File: src/rtl/mul_sequencer_if.sv
// Execute-stage handshake between the pipeline control and the iterative multiply sequencer.
// The master side is the pipeline (drives operands/start); the slave side is the sequencer.
interface mul_sequencer_if #(
    parameter int WIDTH = 32
);
    logic             MulStartE;
    logic             AccumE;
    logic [WIDTH-1:0] SrcAE;
    logic [WIDTH-1:0] SrcBE;
    logic [WIDTH-1:0] SrcCE;
    logic             FlushE;
    logic             MulStallE;
    logic             MulDoneE;
    logic [WIDTH-1:0] MulResultE;
    logic [1:0]       MulFlagsE;

    modport master (
        output MulStartE,
        output AccumE,
        output SrcAE,
        output SrcBE,
        output SrcCE,
        output FlushE,
        input  MulStallE,
        input  MulDoneE,
        input  MulResultE,
        input  MulFlagsE
    );

    modport slave (
        input  MulStartE,
        input  AccumE,
        input  SrcAE,
        input  SrcBE,
        input  SrcCE,
        input  FlushE,
        output MulStallE,
        output MulDoneE,
        output MulResultE,
        output MulFlagsE
    );
endinterface

File: src/rtl/mul_sequencer.sv
// Iterative shift-add MUL/MLA unit for the E stage: retires RADIX multiplier bits per cycle,
// stalls F/D/E while busy and presents the low WIDTH bits of the product (+accumulator) on done.
module mul_sequencer #(
    parameter int WIDTH = 32,
    parameter int RADIX = 1
) (
    input  logic            clk,
    input  logic            reset,
    mul_sequencer_if.slave  bus
);

    localparam int ITER  = WIDTH / RADIX;
    localparam int CNT_W = (ITER > 1) ? $clog2(ITER) : 1;

    typedef enum logic [1:0] {
        S_IDLE = 2'b00,
        S_BUSY = 2'b01,
        S_DONE = 2'b10
    } state_e;

    state_e             state_q,  state_d;
    logic [WIDTH-1:0]   mcand_q,  mcand_d;
    logic [WIDTH-1:0]   mplier_q, mplier_d;
    logic [WIDTH-1:0]   acc_q,    acc_d;
    logic [CNT_W-1:0]   cnt_q,    cnt_d;
    logic [WIDTH-1:0]   result_q, result_d;
    logic [1:0]         flags_q,  flags_d;
    logic               done_q,   done_d;
    logic               stall_s;
    logic [WIDTH-1:0]   acc_step_s;
    logic               last_iter_s;

    // Product of one RADIX-bit multiplier digit with the (already shifted) multiplicand, mod 2^WIDTH.
    function automatic logic [WIDTH-1:0] digit_product(
        input logic [RADIX-1:0] digit,
        input logic [WIDTH-1:0] mc
    );
        logic [WIDTH-1:0] sum;
        sum = {WIDTH{1'b0}};
        for (int i = 0; i < RADIX; i++) begin
            if (digit[i]) begin
                sum = sum + (mc << i);
            end else begin
                sum = sum;
            end
        end
        return sum;
    endfunction

    // {N,Z} of a finished result; C and V are deliberately not produced.
    function automatic logic [1:0] nz_flags(input logic [WIDTH-1:0] v);
        return {v[WIDTH-1], (v == {WIDTH{1'b0}})};
    endfunction

    // Datapath step for the current BUSY cycle.
    always_comb begin
        acc_step_s  = acc_q + digit_product(mplier_q[RADIX-1:0], mcand_q);
        last_iter_s = (cnt_q == CNT_W'(ITER - 1));
    end

    // Next-state, operand capture and stall generation.
    always_comb begin
        state_d  = state_q;
        mcand_d  = mcand_q;
        mplier_d = mplier_q;
        acc_d    = acc_q;
        cnt_d    = cnt_q;
        result_d = result_q;
        flags_d  = flags_q;
        done_d   = 1'b0;
        stall_s  = 1'b0;

        case (state_q)
            S_IDLE: begin
                if (bus.MulStartE && !bus.FlushE) begin
                    mcand_d  = bus.SrcAE;
                    mplier_d = bus.SrcBE;
                    acc_d    = bus.AccumE ? bus.SrcCE : {WIDTH{1'b0}};
                    cnt_d    = {CNT_W{1'b0}};
                    stall_s  = 1'b1;
                    state_d  = S_BUSY;
                end else begin
                    state_d  = S_IDLE;
                end
            end
            S_BUSY: begin
                stall_s = 1'b1;
                if (bus.FlushE) begin
                    state_d = S_IDLE;
                end else begin
                    acc_d    = acc_step_s;
                    mcand_d  = mcand_q << RADIX;
                    mplier_d = mplier_q >> RADIX;
                    cnt_d    = cnt_q + CNT_W'(1);
                    // Result and flags are registered on the final step so they are stable in DONE.
                    if (last_iter_s) begin
                        result_d = acc_step_s;
                        flags_d  = nz_flags(acc_step_s);
                        done_d   = 1'b1;
                        state_d  = S_DONE;
                    end else begin
                        state_d  = S_BUSY;
                    end
                end
            end
            S_DONE: begin
                state_d = S_IDLE;
            end
            default: begin
                state_d = S_IDLE;
            end
        endcase
    end

    // State and datapath registers with synchronous reset.
    always_ff @(posedge clk) begin
        if (reset) begin
            state_q  <= S_IDLE;
            mcand_q  <= {WIDTH{1'b0}};
            mplier_q <= {WIDTH{1'b0}};
            acc_q    <= {WIDTH{1'b0}};
            cnt_q    <= {CNT_W{1'b0}};
            result_q <= {WIDTH{1'b0}};
            flags_q  <= 2'b00;
            done_q   <= 1'b0;
        end else begin
            state_q  <= state_d;
            mcand_q  <= mcand_d;
            mplier_q <= mplier_d;
            acc_q    <= acc_d;
            cnt_q    <= cnt_d;
            result_q <= result_d;
            flags_q  <= flags_d;
            done_q   <= done_d;
        end
    end

    // Stall must react in the start cycle itself, so it stays combinational on state/start/flush only.
    assign bus.MulStallE  = stall_s;
    assign bus.MulDoneE   = done_q;
    assign bus.MulResultE = result_q;
    assign bus.MulFlagsE  = flags_q;

endmodule

File: src/flat_wrapper.sv
// flat-port wrapper written by rule: the top's interface ports become plain ports
module mul_sequencer_flat 
#(
    parameter int WIDTH = 32,
    parameter int RADIX = 1
)
  (clk, reset, bus_MulStartE, bus_AccumE, bus_SrcAE, bus_SrcBE, bus_SrcCE, bus_FlushE, bus_MulStallE, bus_MulDoneE, bus_MulResultE, bus_MulFlagsE);
  mul_sequencer_if #(.WIDTH(WIDTH)) bus_i ();
  input  logic clk;
  input  logic reset;
  input wire logic [$bits(bus_i.MulStartE)-1:0] bus_MulStartE;
  input wire logic [$bits(bus_i.AccumE)-1:0] bus_AccumE;
  input wire logic [$bits(bus_i.SrcAE)-1:0] bus_SrcAE;
  input wire logic [$bits(bus_i.SrcBE)-1:0] bus_SrcBE;
  input wire logic [$bits(bus_i.SrcCE)-1:0] bus_SrcCE;
  input wire logic [$bits(bus_i.FlushE)-1:0] bus_FlushE;
  output wire logic [$bits(bus_i.MulStallE)-1:0] bus_MulStallE;
  output wire logic [$bits(bus_i.MulDoneE)-1:0] bus_MulDoneE;
  output wire logic [$bits(bus_i.MulResultE)-1:0] bus_MulResultE;
  output wire logic [$bits(bus_i.MulFlagsE)-1:0] bus_MulFlagsE;
  assign bus_i.MulStartE = bus_MulStartE;
  assign bus_i.AccumE = bus_AccumE;
  assign bus_i.SrcAE = bus_SrcAE;
  assign bus_i.SrcBE = bus_SrcBE;
  assign bus_i.SrcCE = bus_SrcCE;
  assign bus_i.FlushE = bus_FlushE;
  assign bus_MulStallE = bus_i.MulStallE;
  assign bus_MulDoneE = bus_i.MulDoneE;
  assign bus_MulResultE = bus_i.MulResultE;
  assign bus_MulFlagsE = bus_i.MulFlagsE;
  mul_sequencer #(.WIDTH(WIDTH), .RADIX(RADIX)) u_core (.clk(clk), .reset(reset), .bus(bus_i));
endmodule
File: config.mk
export PLATFORM = sky130hd
export DESIGN_NAME = mul_sequencer_flat
export DESIGN_NICKNAME = d
export VERILOG_FILES = /design/src/rtl/mul_sequencer_if.sv /design/src/rtl/mul_sequencer.sv /design/src/flat_wrapper.sv
export SDC_FILE = /design/constraint.sdc
export NUM_CORES = 1
export LEC_CHECK = 0
export BUFFER_PORTS_ARGS = -buffer_cell sky130_fd_sc_hd__buf_2
export CORE_MARGIN = 2
export CORE_UTILIZATION = 50
export CTS_CLUSTER_DIAMETER = 100
export DETAILED_ROUTE_END_ITERATION = 10
export GPL_TIMING_DRIVEN = 0
export PLACE_DENSITY = 0.8
export REMOVE_ABC_BUFFERS = 1
export SYNTH_ARGS = -nofsm -noshare
export SYNTH_HDL_FRONTEND = slang
export SYNTH_SLANG_ARGS = --single-unit
File: constraint.sdc
create_clock -name clk -period 3.34 [get_ports clk]
set_input_delay 0.501 -clock clk [delete_from_list [all_inputs] [get_ports clk]]
set_output_delay 0.501 -clock clk [all_outputs]
set_load 0.1 [all_outputs]
==> results.json, run 1 <==
{
  "run_status": "finished with violations",
  "violations": "negative setup slack",
  "final_antenna_net_count": 0,
  "cp-startpoint": "u_core.mplier_q[0]",
  "initial_core_util": 0.515,
  "setup.worst_path.start_class": "flop",
  "synth_top_family_by_area": "simple AND/OR/NAND/NOR gates",
  "dr.pass1.iters": 5,
  "ctsLongestPathBuffers": 2,
  "reg2reg_from": "u_core.mplier_q[0]",
  "rsz0062_at_grt": "yes",
  "htreeDepth": 4,
  "path_clk_slew_ns": 0.06,
  "multi_input_area_um2": 4990,
  "ys_types": 63,
  "root_buffer": "clkbuf_16",
  "slew_headroom": 0.154,
  "grt_pass1_wl_mm": 35.3,
  "rrSetupSlack_ns": -0.17,
  "vdd_drop_max_mv": 0.348,
  "drc": 0,
  "wire_per_inst_um": 16.2,
  "routabilityCongestion": 0.887,
  "synthMuxAreaShare": 0.00526,
  "setup_viol": 1,
  "maxCapViolations": 0,
  "synth_seq_cells": 137,
  "worst_hold_slack_ns": 0.318,
  "die_h_um": 129,
  "async_reset_ff_frac": 0,
  "final_nets": 1276,
  "n_antenna_cell": 0,
  "avgSynthCellArea_um2": 7.46,
  "criticalPathCategory": "flop to flop",
  "final.min_clock_period_ns": 3.51,
  "synth_area_leaders": "dfxtp_1 35%, nand2_1 11%, a311oi_1 9.3%",
  "powerDensity_nw_per_um2": 458,
  "port_buffers": 136,
  "synth_area_um2": 7850,
  "required_ns": 3.71,
  "die_area_um2": 16700,
  "drt-total-wl_mm": 22.1,
  "cts_buffers": 17,
  "synth_cells": 1052,
  "rr_worst_depth": 14,
  "fin_setup_tns_ns": -0.169,
  "synth_top_area_frac": 0.349,
  "pin_count": 137,
  "overflow": 0,
  "crit_top_cell": "buf_6",
  "cp.arrival_ns": 3.88,
  "yosysMostFrequentCell": "nand2_1",
  "antenna_found_initial": 0,
  "grt_usage": 0.263,
  "cts_tree": "yes",
  "cp_max_fo": 7,
  "endpoint": "u_core.bus.MulFlagsE[0]",
  "synthFlopType": "dfxtp_1",
  "post-route-period-util": 1.05,
  "syn_to_final_growth_pct": 22.2,
  "cp_cell_sequence": "buf_6 -> buf_6 -> and2_4 -> fa_2 -> a21o_4 -> a221oi_4 -> buf_6 -> o31ai_4 -> or3_4 -> a211oi_2 -> or4b_4 -> nor4b_4 -> and4_1 -> a31o_1",
  "clk_latency_ns": 0.43,
  "fp.coreArea_um2": 15300,
  "fin_worst_skew_ns": 0.00955,
  "synth_edf_count": 0,
  "synth_top_area_cell": "dfxtp_1",
  "drive_gt1_frac": 0.199,
  "dpl_cell_area_um2": 8640,
  "synth-adder-area-share": 0.0551,
  "tightest_slew_ns": 1.27,
  "fmax_mhz": 285,
  "synth_seq_area_share": 0.349,
  "synth_common_cells": "221 x nand2_1, 145 x nor2_1, 137 x dfxtp_1",
  "cts_sinks": 137,
  "cts_hold_buffers": 0,
  "dp_hpwl_mm": 14.7,
  "drtIter0Drc": 676,
  "final-seq-area_um2": 2750,
  "fin_util": 0.629,
  "cp_slowest_cell": "or4b_4",
  "slew_viol_final": 0,
  "hold_class": "input pin to flop",
  "r2r_end": "u_core.bus.MulFlagsE[0]",
  "row_count": 45,
  "slowest_delay_ns": 0.50,
  "fin_ws_ns": -0.169,
  "hold_viol_final": 0,
  "pre_cts_slack_ns": -0.815,
  "fin_area_um2": 9590,
  "synth-xor-area-share": 0.0335,
  "synth_compound_gate_area_share": 0.235,
  "grt_pass1_vias": 7212,
  "vias": 7933,
  "die_w_um": 129,
  "p_leak_nw": 3.91,
  "synth-simple-area-share": 0.276,
  "cp-end-kind": "flop",
  "viasPerCell": 5.82,
  "fillCellCount": 1349,
  "yosysWarnings": 0,
  "grt_max_degree": 76
}
-- logic make-up after synthesis --
kind of cell	count (synthesis)
xor+xnor	30
flops	137
simple gates	497
buf+inv	95
compound gates	255
fa+ha+maj	34
mux	4
-- cell type report --
class,count,area share
inverter,8,0.00313
tap,211,0.0275
clock buffer,19,0.0462
multi-input combinational,821,0.520
clock inverter,12,0.0181
timing repair buffer,156,0.0986
sequential,137,0.286
-- how the worst min path moves through the flow --
stage | startpoint | to | slack, ns | depth (start not counted)
finish | bus_SrcAE[0] | u_core.mcand_q[0] | 0.32 | 3
CTS | bus_SrcAE[0] | u_core.mcand_q[0] | 0.31 | 3
global placement | u_core.bus.MulResultE[19] | u_core.bus.MulResultE[19] | 0.44 | 2
global route | bus_SrcAE[11] | u_core.mcand_q[11] | 0.34 | 3
detailed placement | u_core.bus.MulResultE[30] | u_core.bus.MulResultE[30] | 0.45 | 2
floorplan | u_core.mplier_q[1] | u_core.mplier_q[0] | 0.45 | 2
-- flip-flops by register name (all words and copies together), names as in the netlist --
name and flops:
u_core.mcand_q 32, u_core.bus.MulFlagsE 2, u_core.bus.MulDoneE 1, u_core.cnt_q 5, u_core.mplier_q 32, u_core.state_q 2, u_core.bus.MulResultE 31, u_core.acc_q 32
-- power by group --
group / internal (W) / switching (W) / leakage, nW
Combinational: 0.000253 / 0.000382 / 2.48
Clock: 0.00126 / 0.000714 / 0.303
Sequential: 0.00172 / 0.0000576 / 1.12
Total: 0.00324 / 0.00115 / 3.91
-- placed cells by master (no fill, tap or decap), types with 5 or more instances in the layout --
master     netlist  final
buf_4            1     11
nand2_1        221    221
and2_1          34     33
nor3_1          21     20
clkbuf_16        0     17
a211oi_1        15     13
o211ai_1         7      7
inv_1            8      8
nor2_1         145    145
xor2_1          16     14
a21o_1           8      7
a21oi_1         72     69
o21a_1          13     12
o21ai_0         17     16
nor4_1           6      6
dfxtp_1        137    136
nand3_1         31     31
ha_2             0      7
buf_2            1    135
xnor2_1         14     12
nand4_1          9      9
and3_1           5      5
a311oi_1        83     82
ha_1            33     25
-- layer usage --
layer	GRT usage	vias to the layer above	wire, um
met5	0	-	0
met4	0.0844	0	497
met3	0.0533	46	1500
met2	0.417	275	10100
met1	0.361	3680	10000
li1	-	3932	-
-- worst max-delay path: cells and delay by family (launching register included) --
| family | cells | cell delay, ns |
|---|---|---|
| AND/OR/NAND/NOR | 5 | 1.40 |
| flip-flops | 1 | 0.39 |
| buffers and inverters | 3 | 0.42 |
| adder cells (fa/ha/maj) | 1 | 0.35 |
| AO/OA/AOI/OAI | 5 | 0.87 |
-- repair_timing --
action	CTS	global route
resized for setup	26	21
setup buffers	7	6
gates cloned	0	1
setup endpoints to repair	30	11
pin swaps	9	6
-- metrics by stage --
stage | cells | total power (W)
after floorplan | 965 | 0.00218
after global placement | 1312 | 0.00239
after detailed placement | 1319 | 0.00239
after CTS | 1357 | 0.00438
after global routing | 1364 | 0.00456
final | 1364 | 0.00439
Power figures use the tool's default switching activity.
==> run 2: changes to the inputs <==
==> constraint.sdc (replaced) <==
create_clock -name clk -period 3.34 [get_ports clk]
set_input_delay 0.167 -clock clk [delete_from_list [all_inputs] [get_ports clk]]
set_output_delay 0.167 -clock clk [all_outputs]
set_load 0.1 [all_outputs]
==> run 2 against run 1 <==
Effect of this change: the flow still finishes with violations (negative setup slack); die area stayed put; sequential share of layout area fell by 0.73 points; core utilization up 1.6 points; register-to-register slack about the same; via count rose by 1.3%; design area increased by 2.6%; routed wire length is 1.5% higher; clock skew is 0.00097 ns higher; worst setup slack got worse by 0.0012 ns; final cell count grew 1.8%; critical endpoint unchanged; largest power group unchanged.
==> results.json, run 2 (synthesis gave the netlist of run 1 again) <==
{
  "wl_met2_mm": 10.3,
  "top_layer_used": "met4",
  "layout_common_cells": "221 x nand2_1, 145 x nor2_1, 136 x dfxtp_1",
  "die_h_um": 129,
  "r2r_end": "u_core.bus.MulFlagsE[0]",
  "clk_latency_ns": 0.43,
  "wl_met1_mm": 10.0,
  "cp-end-kind": "flop",
  "fin_area_um2": 9840,
  "hold_viol_final": 0,
  "n_antenna_cell": 0,
  "grt_pass1_wl_mm": 35.8,
  "cts_buffers": 17,
  "vdd_drop_max_mv": 0.351,
  "violations": "negative setup slack",
  "holdCritStartpoint": "bus_SrcAE[12]",
  "fin_util": 0.645,
  "rrSetupSlack_ns": -0.17,
  "hold_class": "input pin to flop",
  "run_status": "finished with violations",
  "reg2reg_from": "u_core.mplier_q[0]",
  "initial_core_util": 0.515,
  "ctsLongestPathBuffers": 2,
  "maxCapViolations": 0,
  "fp.coreArea_um2": 15300,
  "slew_headroom": 0.143,
  "antenna_found_initial": 0,
  "fin_worst_skew_ns": 0.0105,
  "dr.pass1.iters": 5,
  "row_count": 45,
  "rr_worst_depth": 14,
  "p_leak_nw": 4.01,
  "drive_gt1_frac": 0.195,
  "required_ns": 3.71,
  "path_clk_slew_ns": 0.06,
  "overflow": 0,
  "htreeDepth": 4,
  "drt-total-wl_mm": 22.5,
  "setup.worst_path.start_class": "flop",
  "post-route-period-util": 1.05,
  "slew_viol_final": 0,
  "dpl_cell_area_um2": 8640,
  "pin_count": 137,
  "cp.arrival_ns": 3.88,
  "setup_viol": 1,
  "final_antenna_net_count": 0,
  "viasPerCell": 5.79,
  "wire_per_inst_um": 16.2,
  "fin_ws_ns": -0.170,
  "port_buffers": 136,
  "root_buffer": "clkbuf_16",
  "final_nets": 1301,
  "cp_max_fo": 7,
  "routabilityCongestion": 0.887,
  "grt_pass1_vias": 7327,
  "final.min_clock_period_ns": 3.51,
  "die_area_um2": 16700,
  "rsz0062_at_grt": "yes",
  "powerDensity_nw_per_um2": 449,
  "criticalPathCategory": "flop to flop",
  "vias": 8039,
  "drc": 0,
  "cts_tree": "yes",
  "die_w_um": 129,
  "dr_wl_met3_mm": 1.52,
  "grt_usage": 0.266,
  "cp-startpoint": "u_core.mplier_q[0]",
  "syn_to_final_growth_pct": 25.4,
  "tightest_slew_ns": 1.29,
  "top_regs": "u_core.acc_q: 32 flops, u_core.mcand_q: 32 flops, u_core.mplier_q: 32 flops",
  "grt_max_degree": 76,
  "final_common_cell": "nand2_1",
  "cts_sinks": 137,
  "fmax_mhz": 285,
  "endpoint": "u_core.bus.MulFlagsE[0]",
  "drtIter0Drc": 614,
  "dp_hpwl_mm": 14.7
}
[run 2: cell count changes in the layout (fill, tap and decap cells not counted), sizes merged]
cell	change
dlygate4sd3	+25
[run 2: worst min-delay path by stage]
stage | endpoint | slack [ns] | cells past startpoint
2_1_floorplan | u_core.bus.MulResultE[0] | 0.24 | 1
3_3_place_gp | u_core.mplier_q[31] | 0.40 | 3
3_5_place_dp | u_core.mcand_q[0] | 0.41 | 3
4_1_cts | u_core.mcand_q[15] | 0.0002 | 3
5_1_grt | u_core.mplier_q[20] | 0.004 | 3
6_report | u_core.mcand_q[12] | 0.007 | 3
[run 2: per-stage QoR]
step | hold WS (ns) | TNS (ns) | total power, W | setup slack (ns) | instances
2_1_floorplan | 0.236 | -96.80 | 0.00218 | -1.28 | 965
3_3_place_gp | 0.404 | -332.27 | 0.00239 | -3.65 | 1312
3_5_place_dp | 0.410 | -7.66 | 0.00239 | -0.815 | 1319
4_1_cts | 0.000192 | -0.141 | 0.00440 | -0.141 | 1382
5_1_grt | 0.00444 | -0.399 | 0.00458 | -0.279 | 1389
6_report | 0.00712 | -0.170 | 0.00442 | -0.170 | 1389
[run 2: layout make-up]
type                       instances  area [um2]
clock buffer                      19         443
sequential                       137        2750
timing repair buffer             181        1200
fill                            1323        5410
multi-input combinational        821        4990
inverter                           8        30.0
clock inverter                    12         174
tap                              211         264
[run 2: where the power goes]
| part | switching [W] | internal, W | total [W] |
|---|---|---|---|
| Sequential | 0.0000576 | 0.00172 | 0.00178 |
| Combinational | 0.000387 | 0.000272 | 0.000659 |
| Clock | 0.000723 | 0.00126 | 0.00199 |
| Total | 0.00117 | 0.00326 | 0.00442 |
[run 2: worst max-delay path: stages (launching register included)]
cell and delay (ns):
dfxtp_4 0.39, buf_6 0.15, buf_6 0.11, and2_4 0.16
fa_2 0.35, a21o_4 0.24, a221oi_4 0.23, buf_6 0.16
o31ai_4 0.06, or3_4 0.33, a211oi_2 0.22, or4b_4 0.50
nor4b_4 0.20, and4_1 0.21, a31o_1 0.12
[run 2: repair_timing]
item	in CTS	in global routing
endpoints found under the hold margin	25	0
buffers inserted	7	6
setup endpoints to repair	30	11
pin swaps	9	6
gates cloned	0	1
hold buffers	25	0
resized for setup	26	21
[run 2: metal layers]
metal,track usage,vias to the layer above
met5,0,-
met4,0.0831,0
met3,0.0483,51
met2,0.428,276
met1,0.365,3728
li1,-,3984
==> run 3: changes to the inputs <==
--- a/config.mk
+++ b/config.mk
@@ -6,12 +6,13 @@
 export NUM_CORES = 1
 export LEC_CHECK = 0
 export BUFFER_PORTS_ARGS = -buffer_cell sky130_fd_sc_hd__buf_2
-export CORE_MARGIN = 2
+export CORE_ASPECT_RATIO = 1.75
+export CORE_MARGIN = 3
 export CORE_UTILIZATION = 50
 export CTS_CLUSTER_DIAMETER = 100
 export DETAILED_ROUTE_END_ITERATION = 10
 export GPL_TIMING_DRIVEN = 0
-export PLACE_DENSITY = 0.8
+export PLACE_DENSITY = 0.77
 export REMOVE_ABC_BUFFERS = 1
 export SYNTH_ARGS = -nofsm -noshare
 export SYNTH_HDL_FRONTEND = slang
==> constraint.sdc (replaced) <==
create_clock -name clk -period 3.8 [get_ports clk]
set_input_delay 0.19 -clock clk [delete_from_list [all_inputs] [get_ports clk]]
set_output_delay 0.19 -clock clk [all_outputs]
set_load 0.1 [all_outputs]
==> run 3 against run 2 <==
Effect of this change: the run now ends clean; sequential share of layout area is 1.6 points higher; flip-flop and latch count stayed put; via count is 2.0% lower; design area is 5.6% lower; sequential power is 12% lower; highest routed layer unchanged; critical endpoint unchanged.
==> results.json, run 3 (synthesis gave the netlist of run 1 again) <==
{
  "drtIter0Drc": 499,
  "final_cells": 1333,
  "final_antenna_net_count": 0,
  "cp_max_fo": 18,
  "clk_latency_ns": 0.42,
  "final_nets": 1269,
  "reg2reg_from": "u_core.mplier_q[0]",
  "die_h_um": 172,
  "maxCapViolations": 0,
  "dp_hpwl_mm": 16.0,
  "overflow": 0,
  "fp.coreArea_um2": 15400,
  "place_inst": 1295,
  "fin_area_um2": 9300,
  "htreeDepth": 4,
  "vdd_drop_max_mv": 0.269,
  "min_to": "u_core.mplier_q[31]",
  "pin_count": 137,
  "run_status": "completed",
  "holdCritStartpoint": "bus_SrcBE[31]",
  "hold_viol_final": 0,
  "cts_tree": "yes",
  "setup_viol": 0,
  "slew_headroom": 0.0766,
  "slew_viol_final": 0,
  "holdPathStages": 3,
  "grt_usage": 0.264,
  "ctsLongestPathBuffers": 2,
  "vias": 7882,
  "routabilityCongestion": 0.898,
  "wire_per_inst_um": 17.1,
  "drt-total-wl_mm": 22.8,
  "antenna_found_initial": 0,
  "tightest_slew_ns": 1.39,
  "grt_max_degree": 88,
  "drc": 0,
  "final.min_clock_period_ns": 3.70,
  "r2r_end": "u_core.bus.MulFlagsE[0]",
  "post-route-period-util": 0.974,
  "path_clk_slew_ns": 0.06,
  "criticalPathCategory": "flop to flop",
  "cp-end-kind": "flop",
  "viasPerCell": 5.91,
  "powerDensity_nw_per_um2": 402,
  "die_area_um2": 17300,
  "fin_setup_tns_ns": 0,
  "fin_worst_skew_ns": 0.0143,
  "dr.pass1.iters": 5,
  "cts_sinks": 137,
  "dpl_cell_area_um2": 8620,
  "p_leak_nw": 3.83,
  "die_w_um": 101,
  "rrSetupSlack_ns": 0.1,
  "grt_pass1_vias": 7466,
  "cts_buffers": 17,
  "fmax_mhz": 270,
  "top_regs": "u_core.acc_q: 32 flops, u_core.mcand_q: 32 flops, u_core.mplier_q: 32 flops",
  "cp.arrival_ns": 4.06,
  "n_antenna_cell": 0,
  "drive_gt1_frac": 0.174,
  "port_buffers": 136,
  "cts_hold_buffers": 0,
  "final_common_cell": "nand2_1",
  "hold_class": "input pin to flop",
  "row_count": 60,
  "grt_pass1_wl_mm": 36.9,
  "syn_to_final_growth_pct": 18.4,
  "root_buffer": "clkbuf_16",
  "setup.worst_path.start_class": "flop",
  "rr_worst_depth": 13,
  "initial_core_util": 0.510,
  "fillCellCount": 1426,
  "required_ns": 4.16,
  "layout_common_cells": "221 x nand2_1, 145 x nor2_1, 136 x dfxtp_1"
}
==> run 3: changes by cell type in the layout (fill, tap and decap cells not counted), sizes merged <==
| cell | previous run | this run |
|---|---|---|
| buf | 156 | 150 |
| bufinv | 4 | 2 |
| inv | 9 | 11 |
| nand4bb | 2 | 1 |
| clkinv | 6 | 4 |
| clkinvlp | 1 | 4 |
| dlygate4sd3 | 25 | 0 |
==> run 3: layout make-up <==
| class | count | area (um2) | share of cell area |
|---|---|---|---|
| clock buffer | 19 | 433 | 0.0466 |
| clock inverter | 13 | 144 | 0.0155 |
| inverter | 8 | 30.0 | 0.00323 |
| multi-input combinational | 820 | 4820 | 0.519 |
| sequential | 137 | 2750 | 0.295 |
| tap | 186 | 233 | 0.0250 |
| timing repair buffer | 150 | 886 | 0.0953 |
==> run 3: through the flow <==
| step | power (W) | util | setup WS [ns] | hold slack (ns) |
|---|---|---|---|---|
| 2_1_floorplan | 0.00192 | - | -0.819 | 0.259 |
| 3_5_place_dp | 0.00211 | 0.560 | -0.602 | 0.443 |
| 6_report | 0.00373 | 0.604 | 0.0983 | 0.0105 |
| 3_3_place_gp | 0.00211 | 0.548 | -3.27 | 0.437 |
| 4_1_cts | 0.00375 | 0.601 | 0.000488 | 0.00273 |
| 5_1_grt | 0.00389 | 0.604 | -0.0351 | 0.0290 |
==> run 3: worst max-delay path by stage <==
stage                             startpoint  slack [ns]                         to
after floorplan            u_core.state_q[0]       -0.82    u_core.bus.MulFlagsE[0]
after global placement     u_core.state_q[0]       -3.27  u_core.bus.MulResultE[14]
after detailed placement  u_core.mplier_q[0]       -0.60    u_core.bus.MulFlagsE[0]
after CTS                 u_core.mplier_q[0]      0.0005    u_core.bus.MulFlagsE[0]
after global routing      u_core.mplier_q[0]       -0.04    u_core.bus.MulFlagsE[0]
final                     u_core.mplier_q[0]         0.1    u_core.bus.MulFlagsE[0]
==> run 3: where the power goes <==
| part | internal (W) | switching [W] |
|---|---|---|
| Clock | 0.000972 | 0.000670 |
| Combinational | 0.000206 | 0.000323 |
| Sequential | 0.00151 | 0.0000498 |
==> run 3: per-layer routing <==
| metal | vias to the layer above | track usage | routed length, um |
|---|---|---|---|
| li1 | 3904 | - | - |
| met1 | 3687 | 0.294 | 8570 |
| met2 | 234 | 0.486 | 12500 |
| met3 | 57 | 0.0345 | 839 |
| met4 | 0 | 0.123 | 861 |
| met5 | - | 0 | 0 |
==> run 3: repair_timing <==
item                                    in CTS  in global routing
buffers inserted                             3                  3
gates resized for setup                      7                  7
pin swaps                                    1                  3
endpoints found under the setup margin      10                  2
==> run 3: worst max-delay path, stage by stage (launching register included) <==
cell and delay, ns:
dfxtp_4 0.41, and2_1 0.18, ha_1 0.23, fa_2 0.37, a21o_1 0.24, a221oi_4 0.31, buf_4 0.19, nor3_2 0.06
nor3b_2 0.24, xnor2_2 0.16, or4b_4 0.57, nor4b_4 0.30, and4_1 0.24, a31o_1 0.14
